==> config.mk <==
export PLATFORM = sky130hd
export DESIGN_NAME = mat_add_writeback_flat
export DESIGN_NICKNAME = d
export VERILOG_FILES = /design/src/rtl/mat_add_writeback_if.sv /design/src/rtl/mat_add_writeback.sv /design/src/flat_wrapper.sv
export SDC_FILE = /design/constraint.sdc
export NUM_CORES = 1
export LEC_CHECK = 0
export ABC_CLOCK_PERIOD_IN_PS = 8200
export CORE_ASPECT_RATIO = 1.2
export CORE_MARGIN = 2
export CORE_UTILIZATION = 30
export CTS_BUF_LIST = sky130_fd_sc_hd__clkbuf_16
export CTS_CLUSTER_SIZE = 16
export DETAILED_ROUTE_END_ITERATION = 12
export HOLD_SLACK_MARGIN = 0.08
export PLACE_DENSITY = 0.6
export SLEW_MARGIN = 20
export SYNTH_ARGS = -nofsm -noshare
export SYNTH_HDL_FRONTEND = slang
export SYNTH_SLANG_ARGS = --single-unit
==> constraint.sdc <==
create_clock -name clock -period 8.2 [get_ports clock]
set_input_delay 2.46 -clock clock [delete_from_list [all_inputs] [get_ports clock]]
set_output_delay 2.46 -clock clock [all_outputs]
set_load 0.03 [all_outputs]
==> src/rtl/mat_add_writeback_if.sv <==
// Memory write port of mat_add_writeback.
// Write request holds address/data stable until mem_ready.
interface mat_add_writeback_if #(
  parameter int ADDR_WIDTH = 12,
  parameter int DATA_WIDTH = 32
);
  logic                  mem_write;
  logic                  mem_ready;
  logic [ADDR_WIDTH-1:0] mem_addr;
  logic [DATA_WIDTH-1:0] mem_data;

  modport master (
    output mem_write,
    output mem_addr,
    output mem_data,
    input  mem_ready
  );

  modport slave (
    input  mem_write,
    input  mem_addr,
    input  mem_data,
    output mem_ready
  );
endinterface

==> src/rtl/mat_add_writeback.sv <==
// Collects fixed-latency adder results into a small FIFO and
// writes them to consecutive addresses from a latched base.
module mat_add_writeback #(
  parameter int ADDR_WIDTH = 12,
  parameter int DATA_WIDTH = 32,
  parameter int DIM_WIDTH  = 6,
  parameter int LATENCY    = 7,
  parameter int FIFO_DEPTH = 4
) (
  input  logic                  clock,
  input  logic                  reset,
  input  logic                  start,
  input  logic [ADDR_WIDTH-1:0] res_base,
  input  logic [DIM_WIDTH-1:0]  dim1,
  input  logic [DIM_WIDTH-1:0]  dim2,
  input  logic                  issue,
  output logic                  issue_ready,
  input  logic [DATA_WIDTH-1:0] dataC,
  mat_add_writeback_if.master   mem,
  output logic                  busy,
  output logic                  done
);
  localparam int CNT_W = 2 * DIM_WIDTH;
  localparam int PTR_W = $clog2(FIFO_DEPTH);
  localparam int FC_W  = PTR_W + 1;
  localparam int IF_W  = $clog2(LATENCY + 1);

  typedef enum logic [1:0] {IDLE, RUN, DONE} state_t;

  state_t                state;
  logic [ADDR_WIDTH-1:0] base_q;
  logic [CNT_W-1:0]      total;
  logic [CNT_W-1:0]      issued_count;
  logic [CNT_W-1:0]      write_count;
  logic [IF_W-1:0]       inflight_count;
  logic [LATENCY-1:0]    vld;
  logic [DATA_WIDTH-1:0] fifo_mem [FIFO_DEPTH];
  logic [PTR_W-1:0]      rd_ptr;
  logic [PTR_W-1:0]      wr_ptr;
  logic [FC_W-1:0]       fifo_count;

  logic             accept;
  logic             push;
  logic             push_ok;
  logic             pop;
  logic             launch;
  logic             last_write;
  logic [CNT_W-1:0] prod;
  logic [31:0]      occ;

  assign prod   = CNT_W'(dim1) * CNT_W'(dim2);
  assign launch = (state == IDLE) && start;
  assign occ    = 32'(fifo_count) + 32'(inflight_count);

  // Credit: in-flight results always have a FIFO slot waiting.
  assign issue_ready = (state == RUN)
                    && (issued_count < total)
                    && (occ < 32'(FIFO_DEPTH));

  assign accept  = issue && issue_ready;
  assign push    = vld[LATENCY-1];
  assign pop     = mem.mem_write && mem.mem_ready;
  assign push_ok = push
                && ((fifo_count != FC_W'(FIFO_DEPTH)) || pop);

  assign last_write = pop && (write_count == total - CNT_W'(1));

  assign mem.mem_write = (fifo_count != '0);
  assign mem.mem_data  = fifo_mem[rd_ptr];
  assign mem.mem_addr  = base_q + ADDR_WIDTH'(write_count);

  always_ff @(posedge clock) begin
    if (reset) begin
      state <= IDLE;
      busy  <= 1'b0;
      done  <= 1'b0;
    end else begin
      unique case (state)
        IDLE: begin
          if (start) begin
            busy <= 1'b1;
            if (prod == '0) begin
              state <= DONE;
              done  <= 1'b1;
            end else begin
              state <= RUN;
            end
          end
        end
        RUN: begin
          if (last_write) begin
            state <= DONE;
            done  <= 1'b1;
          end
        end
        DONE: begin
          state <= IDLE;
          busy  <= 1'b0;
          done  <= 1'b0;
        end
        default: begin
          state <= IDLE;
          busy  <= 1'b0;
          done  <= 1'b0;
        end
      endcase
    end
  end

  always_ff @(posedge clock) begin
    if (reset) begin
      base_q         <= '0;
      total          <= '0;
      issued_count   <= '0;
      write_count    <= '0;
      inflight_count <= '0;
      vld            <= '0;
      rd_ptr         <= '0;
      wr_ptr         <= '0;
      fifo_count     <= '0;
      for (int i = 0; i < FIFO_DEPTH; i++) begin
        fifo_mem[i] <= '0;
      end
    end else begin
      if (launch) begin
        base_q         <= res_base;
        total          <= prod;
        issued_count   <= '0;
        write_count    <= '0;
        inflight_count <= '0;
      end else begin
        if (accept) issued_count <= issued_count + CNT_W'(1);
        if (pop)    write_count  <= write_count + CNT_W'(1);
        inflight_count <= inflight_count
                        + IF_W'(accept)
                        - IF_W'(push);
      end
      vld <= {vld[LATENCY-2:0], accept};
      if (push_ok) begin
        fifo_mem[wr_ptr] <= dataC;
        wr_ptr           <= wr_ptr + PTR_W'(1);
      end
      if (pop) rd_ptr <= rd_ptr + PTR_W'(1);
      fifo_count <= fifo_count
                  + FC_W'(push_ok)
                  - FC_W'(pop);
    end
  end
endmodule

==> src/flat_wrapper.sv <==
// flat-port wrapper written by rule: the top's interface ports become plain ports
module mat_add_writeback_flat 
#(
  parameter int ADDR_WIDTH = 12,
  parameter int DATA_WIDTH = 32,
  parameter int DIM_WIDTH  = 6,
  parameter int LATENCY    = 7,
  parameter int FIFO_DEPTH = 4
)
  (clock, reset, start, res_base, dim1, dim2, issue, issue_ready, dataC, busy, done, mem_mem_write, mem_mem_addr, mem_mem_data, mem_mem_ready);
  mat_add_writeback_if #(.ADDR_WIDTH(ADDR_WIDTH), .DATA_WIDTH(DATA_WIDTH)) mem_i ();
  input  logic clock;
  input  logic reset;
  input  logic start;
  input  logic [ADDR_WIDTH-1:0] res_base;
  input  logic [DIM_WIDTH-1:0] dim1;
  input  logic [DIM_WIDTH-1:0] dim2;
  input  logic issue;
  output logic issue_ready;
  input  logic [DATA_WIDTH-1:0] dataC;
  output logic busy;
  output logic done;
  output wire logic [$bits(mem_i.mem_write)-1:0] mem_mem_write;
  output wire logic [$bits(mem_i.mem_addr)-1:0] mem_mem_addr;
  output wire logic [$bits(mem_i.mem_data)-1:0] mem_mem_data;
  input wire logic [$bits(mem_i.mem_ready)-1:0] mem_mem_ready;
  assign mem_mem_write = mem_i.mem_write;
  assign mem_mem_addr = mem_i.mem_addr;
  assign mem_mem_data = mem_i.mem_data;
  assign mem_i.mem_ready = mem_mem_ready;
  mat_add_writeback #(.ADDR_WIDTH(ADDR_WIDTH), .DATA_WIDTH(DATA_WIDTH), .DIM_WIDTH(DIM_WIDTH), .LATENCY(LATENCY), .FIFO_DEPTH(FIFO_DEPTH)) u_core (.clock(clock), .reset(reset), .start(start), .res_base(res_base), .dim1(dim1), .dim2(dim2), .issue(issue), .issue_ready(issue_ready), .dataC(dataC), .mem(mem_i), .busy(busy), .done(done));
endmodule
==> results of run 1 <==
-- path summary, 6_finish.rpt --
kind	from	end	cells past startpoint
min reg2reg	u_core.vld[2]	u_core.vld[3]	1
max reg2reg	u_core.total[11]	u_core.inflight_count[2]	13
max	dim1[2]	u_core.done	15
min	u_core.vld[2]	u_core.vld[3]	1
-- metrics by stage --
step	cell area [sq um]	util, %	power [W]	setup slack (ns)	cells
final	12800	36.6	0.00281	1.09	1553
after global routing	12800	36.6	0.00296	0.730	1553
after CTS	12800	36.6	0.00285	1.10	1553
after detailed placement	12200	35.0	0.00204	0.671	1522
after global placement	12200	35.0	0.00203	0.780	1522
after floorplan	10700	-	0.00177	1.55	987
-- placed cells by master (no fill, tap or decap), types with 9 or more instances in the layout --
cell / n
xor2_1: 20
nand3_1: 15
a211oi_1: 16
or3_1: 14
buf_4: 9
clkbuf_16: 17
mux2i_1: 12
and2_1: 56
nor2_1: 112
a21oi_1: 36
xnor2_1: 30
clkdlybuf4s50_1: 107
inv_1: 91
nand2_1: 111
fa_1: 20
nor3_1: 9
edfxtp_1: 128
mux4_2: 32
o21ai_0: 10
nor2b_1: 13
dfxtp_1: 70
nand4_1: 16
ha_1: 51
-- power groups by stage --
stage	sequential (W)	clock, W	combinational (W)
after detailed placement	0.00117	0	0.000869
after global routing	0.00116	0.000859	0.000942
after CTS	0.00115	0.000823	0.000874
final	0.00115	0.000805	0.000856
after floorplan	0.00116	0	0.000604
after global placement	0.00117	0	0.000861
-- logic make-up (layout without fill, tap and decap cells) --
family | after synthesis | in the layout | synth area share (%)
multiplexers | 45 | 45 | 8.00
AND/OR/NAND/NOR | 388 | 388 | 17.7
buffers and inverters | 134 | 238 | 4.72
flip-flops | 199 | 199 | 49.4
adder cells (fa/ha/maj) | 71 | 71 | 9.75
AO/OA/AOI/OAI | 100 | 100 | 6.28
XOR/XNOR | 50 | 50 | 4.11
-- area by class of cell --
cell class	count	area, sq um
sequential	199	5270
fill	3468	22200
inverter	90	338
multi-input combinational	654	4910
clock inverter	14	131
clock buffer	17	425
tap	462	578
timing repair buffer	117	1140
-- registers in the layout, indices dropped and copies added, names as in the netlist, named ones only --
signal                 count
u_core.fifo_mem          128
u_core.base_q             12
u_core.issued_count       12
u_core.total              12
u_core.write_count        12
u_core.vld                 7
u_core.fifo_count          3
u_core.inflight_count      3
u_core.rd_ptr              2
u_core.state               2
u_core.wr_ptr              2
u_core.busy                1
u_core.done                1
-- critical path, stage by stage --
cell,delay [ns]
clkdlybuf4s50_1,0.59
nand2_1,0.12
fa_1,0.55
inv_1,0.06
fa_1,0.54
inv_1,0.06
fa_1,0.52
inv_1,0.04
ha_1,0.38
a2111oi_0,0.56
o31ai_1,0.14
a211oi_1,0.25
or3b_1,0.40
or4b_4,0.50
a311oi_2,0.27
-- per-layer routing --
metal / track usage (%) / up-vias / share of wire (%)
met5: 0 / - / 0
met4: 3.73 / 0 / 1.5
li1: - / 3616 / -
met2: 24.3 / 152 / 52
met1: 15.5 / 3578 / 43
met3: 2.34 / 22 / 3.7
==> results by group, run 1 <==
Floorplan
  – Area of the core: 35000 sq um
  – Die Y: 210 microns
  – Io pins: 109
  – Die Area: between 30000 and 40000 sq um
  – Initial core utilization: ~30%
  – Row count: between 70 and 80
  – Die width: approximately 180 microns

Clocking
  – CTS tree: built
  – Root Driver: clkbuf_16
  – Clock buffer depth: 2
  – Clock-pin slew on the worst setup and hold paths: about 0.070 ns
  – H-tree levels: 4
  – Cts hold-fix bufs: 0
  – Post_cts resized: 0
  – Clk sinks: roughly 200
  – CTS Buf Count: 17
  – Post-CTS Setup Bufs: 0
  – Worst-Skew Late Latency: between 0.4 and 0.5 ns

Synthesis
  – Mapped Area: approximately 11000 sq um
  – Most used DFF post-synth: edfxtp_1
  – Synth top area share: a little over a third
  – Fraction of registers with async set/reset: 0%
  – Avg Cell Area, Syn: around 11 sq um
  – Post-synthesis sequential area ratio: about half
  – Syn Inst Count: 987
  – Count leader, synth: edfxtp_1
  – Ys Warns: 0
  – Synth top area cells: edfxtp_1 36%, dfxtp_1 13%, mux4_2 6.8%, ha_1 6.0%, nor2_1 4.0%
  – Post-synth EDFFs: between 100 and 150
  – Synth top cells by count: 128 x edfxtp_1, 113 x nor2_1, 111 x nand2_1, 90 x inv_1, 71 x dfxtp_1
  – Syn Nets: approximately 1100
  – Cell variety after synth: 55
  – Synth area leader: edfxtp_1
  – Synthesis-stage register bit count: 199

Worst setup path
  – Critical path class: in -> reg
  – Crit path max fanout: 7
  – Critical Path Sink Type: register
  – Data required, critical path: roughly 8.5 ns
  – Worst Path Arrival: ~7.5 ns
  – Worst setup SP type: input port
  – R2R Setup Slk: roughly 4.8 ns

Power
  – Flop pwr share: 41.0%
  – Peak supply drop: between 0.0001 and 0.00015 V
  – Sw Ratio: 31.9%
  – PD cells: approximately 220 nW/um^2
  – Internal power: 0.00192 W
  – Comb pwr share: between 30% and 40%
  – Pleak: a little under 5 nW
  – Sw Pwr: 0.000897 W
  – Clk pwr share: between 20 and 30%

Timing
  – Final period util: 86.6%
  – RSZ-0062 raised after global routing: no
  – Slew Limit Fails: 0
  – Final Hold Fails: 0
  – Setup_tns: 0 ns
  – Worst slew pin tran: around 1.0 ns
  – Hold_ws: 0.445 ns
  – Clock Skew: approximately 0.011 ns
  – Clock period minus worst slack: 7.11 ns
  – Peak Freq: about 0.14 GHz
  – Relative slew slack: roughly 33%
  – Final setup vio count: 0

Placed design
  – Input/output buffers: between 100 and 150
  – DPL Wire Length: between 15000 and 20000 microns
  – GPL Wtd Cong: between 0.8 and 0.9

Route
  – WL/cell: roughly 16 microns
  – Detailed-route wire length: 24200 microns
  – DRC errors left: 0
  – Antenna Nets Post-Route: 0
  – Drt pass-1 iters: 4
  – Total number of vias: 7368
  – DR vias/cell: roughly 4.7
  – First-iteration detailed-routing DRC count: between 400 and 500

Hold path
  – Hold Crit Class: reg -> reg

Global route
  – GRT overflow: 0
  – First-pass GRT wire length: between 30000 and 40000 microns
  – Largest net degree at the start of global routing: 63
  – Vias in the first global route: 7618
  – GR Util All Layers: a little over an eighth
  – Initial antenna violation count: 0

Final layout
  – Nets: ~1200
  – Diodes inserted: 0
  – Area growth from synthesis to layout: 20.1%
  – Share of post-route cells with drive strength above 1: roughly 8.3%

Run
  – Max-cap violation count: 0

Outcome
  – Outcome: complete, no violations
No activity file was read; power rests on OpenSTA's default activity.
==> run 2: changes to the inputs <==
GPL_ROUTABILITY_DRIVEN = 0   (was default)
RECOVER_POWER = 100   (was default)
==> results by group, run 2 (synthesis gave the netlist of run 1 again) <==
Final layout
  – Largest register FFs: approximately 130
  – Final design utilization: 36.4%
  – Nets: 1211
  – Area growth from synthesis to layout: 19.7%
  – Largest Register: u_core.fifo_mem
  – Diodes inserted: 0
  – Fin area: approximately 13000 sq um
  – Most common cell after layout, fill and taps aside: edfxtp_1
  – Commonest non-fill, non-tap cells in the layout: 128 x edfxtp_1, 113 x nor2_1, 111 x nand2_1
  – Share of post-route cells with drive strength above 1: 7.33%
  – Non-Filler Instances: 1553

Worst setup path
  – R2R Setup Slk: 4.24 ns
  – Crit path max fanout: 7
  – Cell Chain, Critical Path: dlygate4sd3_1, nand2_1, fa_1, inv_1, fa_1, inv_1, fa_1, inv_1, ha_1, a2111oi_0, o31ai_1, a211oi_1, or3b_1, or4b_1, a311oi_1
  – Crit path largest cell delay: between 0.6 and 0.7 ns
  – Worst Path Buf+Inv: 4
  – Critical Path Sink Type: register
  – RR Startpoint: u_core.fifo_count[1]
  – Data required, critical path: 8.50 ns
  – Worst setup SP type: input port
  – CP top delay family: adder cells
  – Reg2reg end: u_core.fifo_mem[0][14]
  – Crit-path slowest cell: dlygate4sd3_1
  – CP Launch Point: dim1[2]
  – R2R depth: 5
  – Worst Path Arrival: 7.53 ns
  – Critical path class: in -> reg

Clocking
  – Cts hold-fix bufs: 0
  – Worst-Skew Late Latency: ~0.43 ns
  – Clock buffer depth: 2
  – Post-CTS Setup Bufs: 0
  – CTS tree: built
  – Post_cts resized: 0
  – Clock-pin slew on the worst setup and hold paths: 0.07 ns
  – H-tree levels: 4
  – Root Driver: clkbuf_16
  – Clk sinks: 199
  – CTS Buf Count: 17

Timing
  – Peak Freq: ~0.14 GHz
  – Setup_tns: 0 ns
  – Worst slew pin tran: a little under 3 ns
  – Clock period minus worst slack: slightly above 7 ns
  – Final Hold Fails: 0
  – Slew Limit Fails: 295
  – RSZ-0062 raised after global routing: no
  – Relative slew slack: -94.0%
  – Clock Skew: approximately 0.010 ns
  – Final setup vio count: 0
  – Final period util: between 80% and 90%

Hold path
  – Hold depth: 1
  – HP Start: u_core.vld[2]
  – Hold Path End: u_core.vld[3]
  – Hold Crit Class: reg -> reg

Floorplan
  – Area of the core: 35000 sq um
  – Initial core utilization: 30.4%
  – Io pins: roughly 110
  – Die Y: 210 microns
  – Die Area: approximately 37000 sq um
  – Die width: between 150 and 200 microns
  – Row count: 75

Placed design
  – DP Area: 12200 sq um
  – DPL Wire Length: 16300 microns
  – Input/output buffers: roughly 110
  – # placed instances: about 1500

Outcome
  – Outcome: complete, but fails checks
  – Failing checks: capacitance limit, slew limit

Route
  – WL/cell: around 15 microns
  – DR vias/cell: around 4.7
  – First-iteration detailed-routing DRC count: around 470
  – DRC errors left: 0
  – Total number of vias: 7351
  – Detailed-route wire length: roughly 24000 microns
  – Antenna Nets Post-Route: 0
  – Drt pass-1 iters: 5

Global route
  – Initial antenna violation count: 0
  – Vias in the first global route: between 7000 and 8000
  – Largest net degree at the start of global routing: 63
  – GR Util All Layers: 13.1%
  – GRT overflow: 0
  – First-pass GRT wire length: 38800 microns

Power
  – Peak supply drop: between 0.0001 and 0.00015 V
  – PD cells: roughly 220 nW/um^2
  – Pleak: approximately 5 nW

Run
  – Max-cap violation count: 8
run 2: cell type report:
cell class / instances / area (sq um)
repair buffers: 117 / 1120
flip-flops and latches: 199 / 5270
clock inverters: 14 / 131
inverters: 90 / 338
clock buffers: 17 / 425
fillers: 3478 / 22200
multi-input cells: 654 / 4890
well taps: 462 / 578
run 2: where the power goes:
part / switching, W / leakage (nW) / internal, W / total, W
registers: 0.0000387 / 1.90 / 0.00111 / 0.00115
clock network: 0.000383 / 0.273 / 0.000421 / 0.000804
logic: 0.000472 / 2.80 / 0.000365 / 0.000837
run 2: through the flow:
step	hold slack (ns)	setup slack (ns)	total power, W
after floorplan	0.414	1.55	0.00177
after global placement	0.422	0.780	0.00203
after detailed placement	0.429	0.671	0.00204
after CTS	0.452	1.10	0.00285
after global routing	0.464	0.615	0.00294
final	0.445	0.974	0.00279
run 2: metal layers:
| metal | global-route usage, % | up-vias | wire, microns |
|---|---|---|---|
| li1 | - | 3617 | - |
| met2 | 24.3 | 162 | 12400 |
| met4 | 3.73 | 0 | 361 |
| met5 | 0 | - | 0 |
| met1 | 15.5 | 3549 | 10400 |
| met3 | 2.34 | 23 | 937 |
run 2: worst max path at each step:
stage / end / slack [ns] / cells after the start
after global routing: u_core.done / 0.61 / 15
after CTS: u_core.done / 1.10 / 15
after floorplan: u_core.done / 1.55 / 14
after detailed placement: u_core.done / 0.67 / 15
final: u_core.done / 0.97 / 15
after global placement: u_core.done / 0.78 / 15
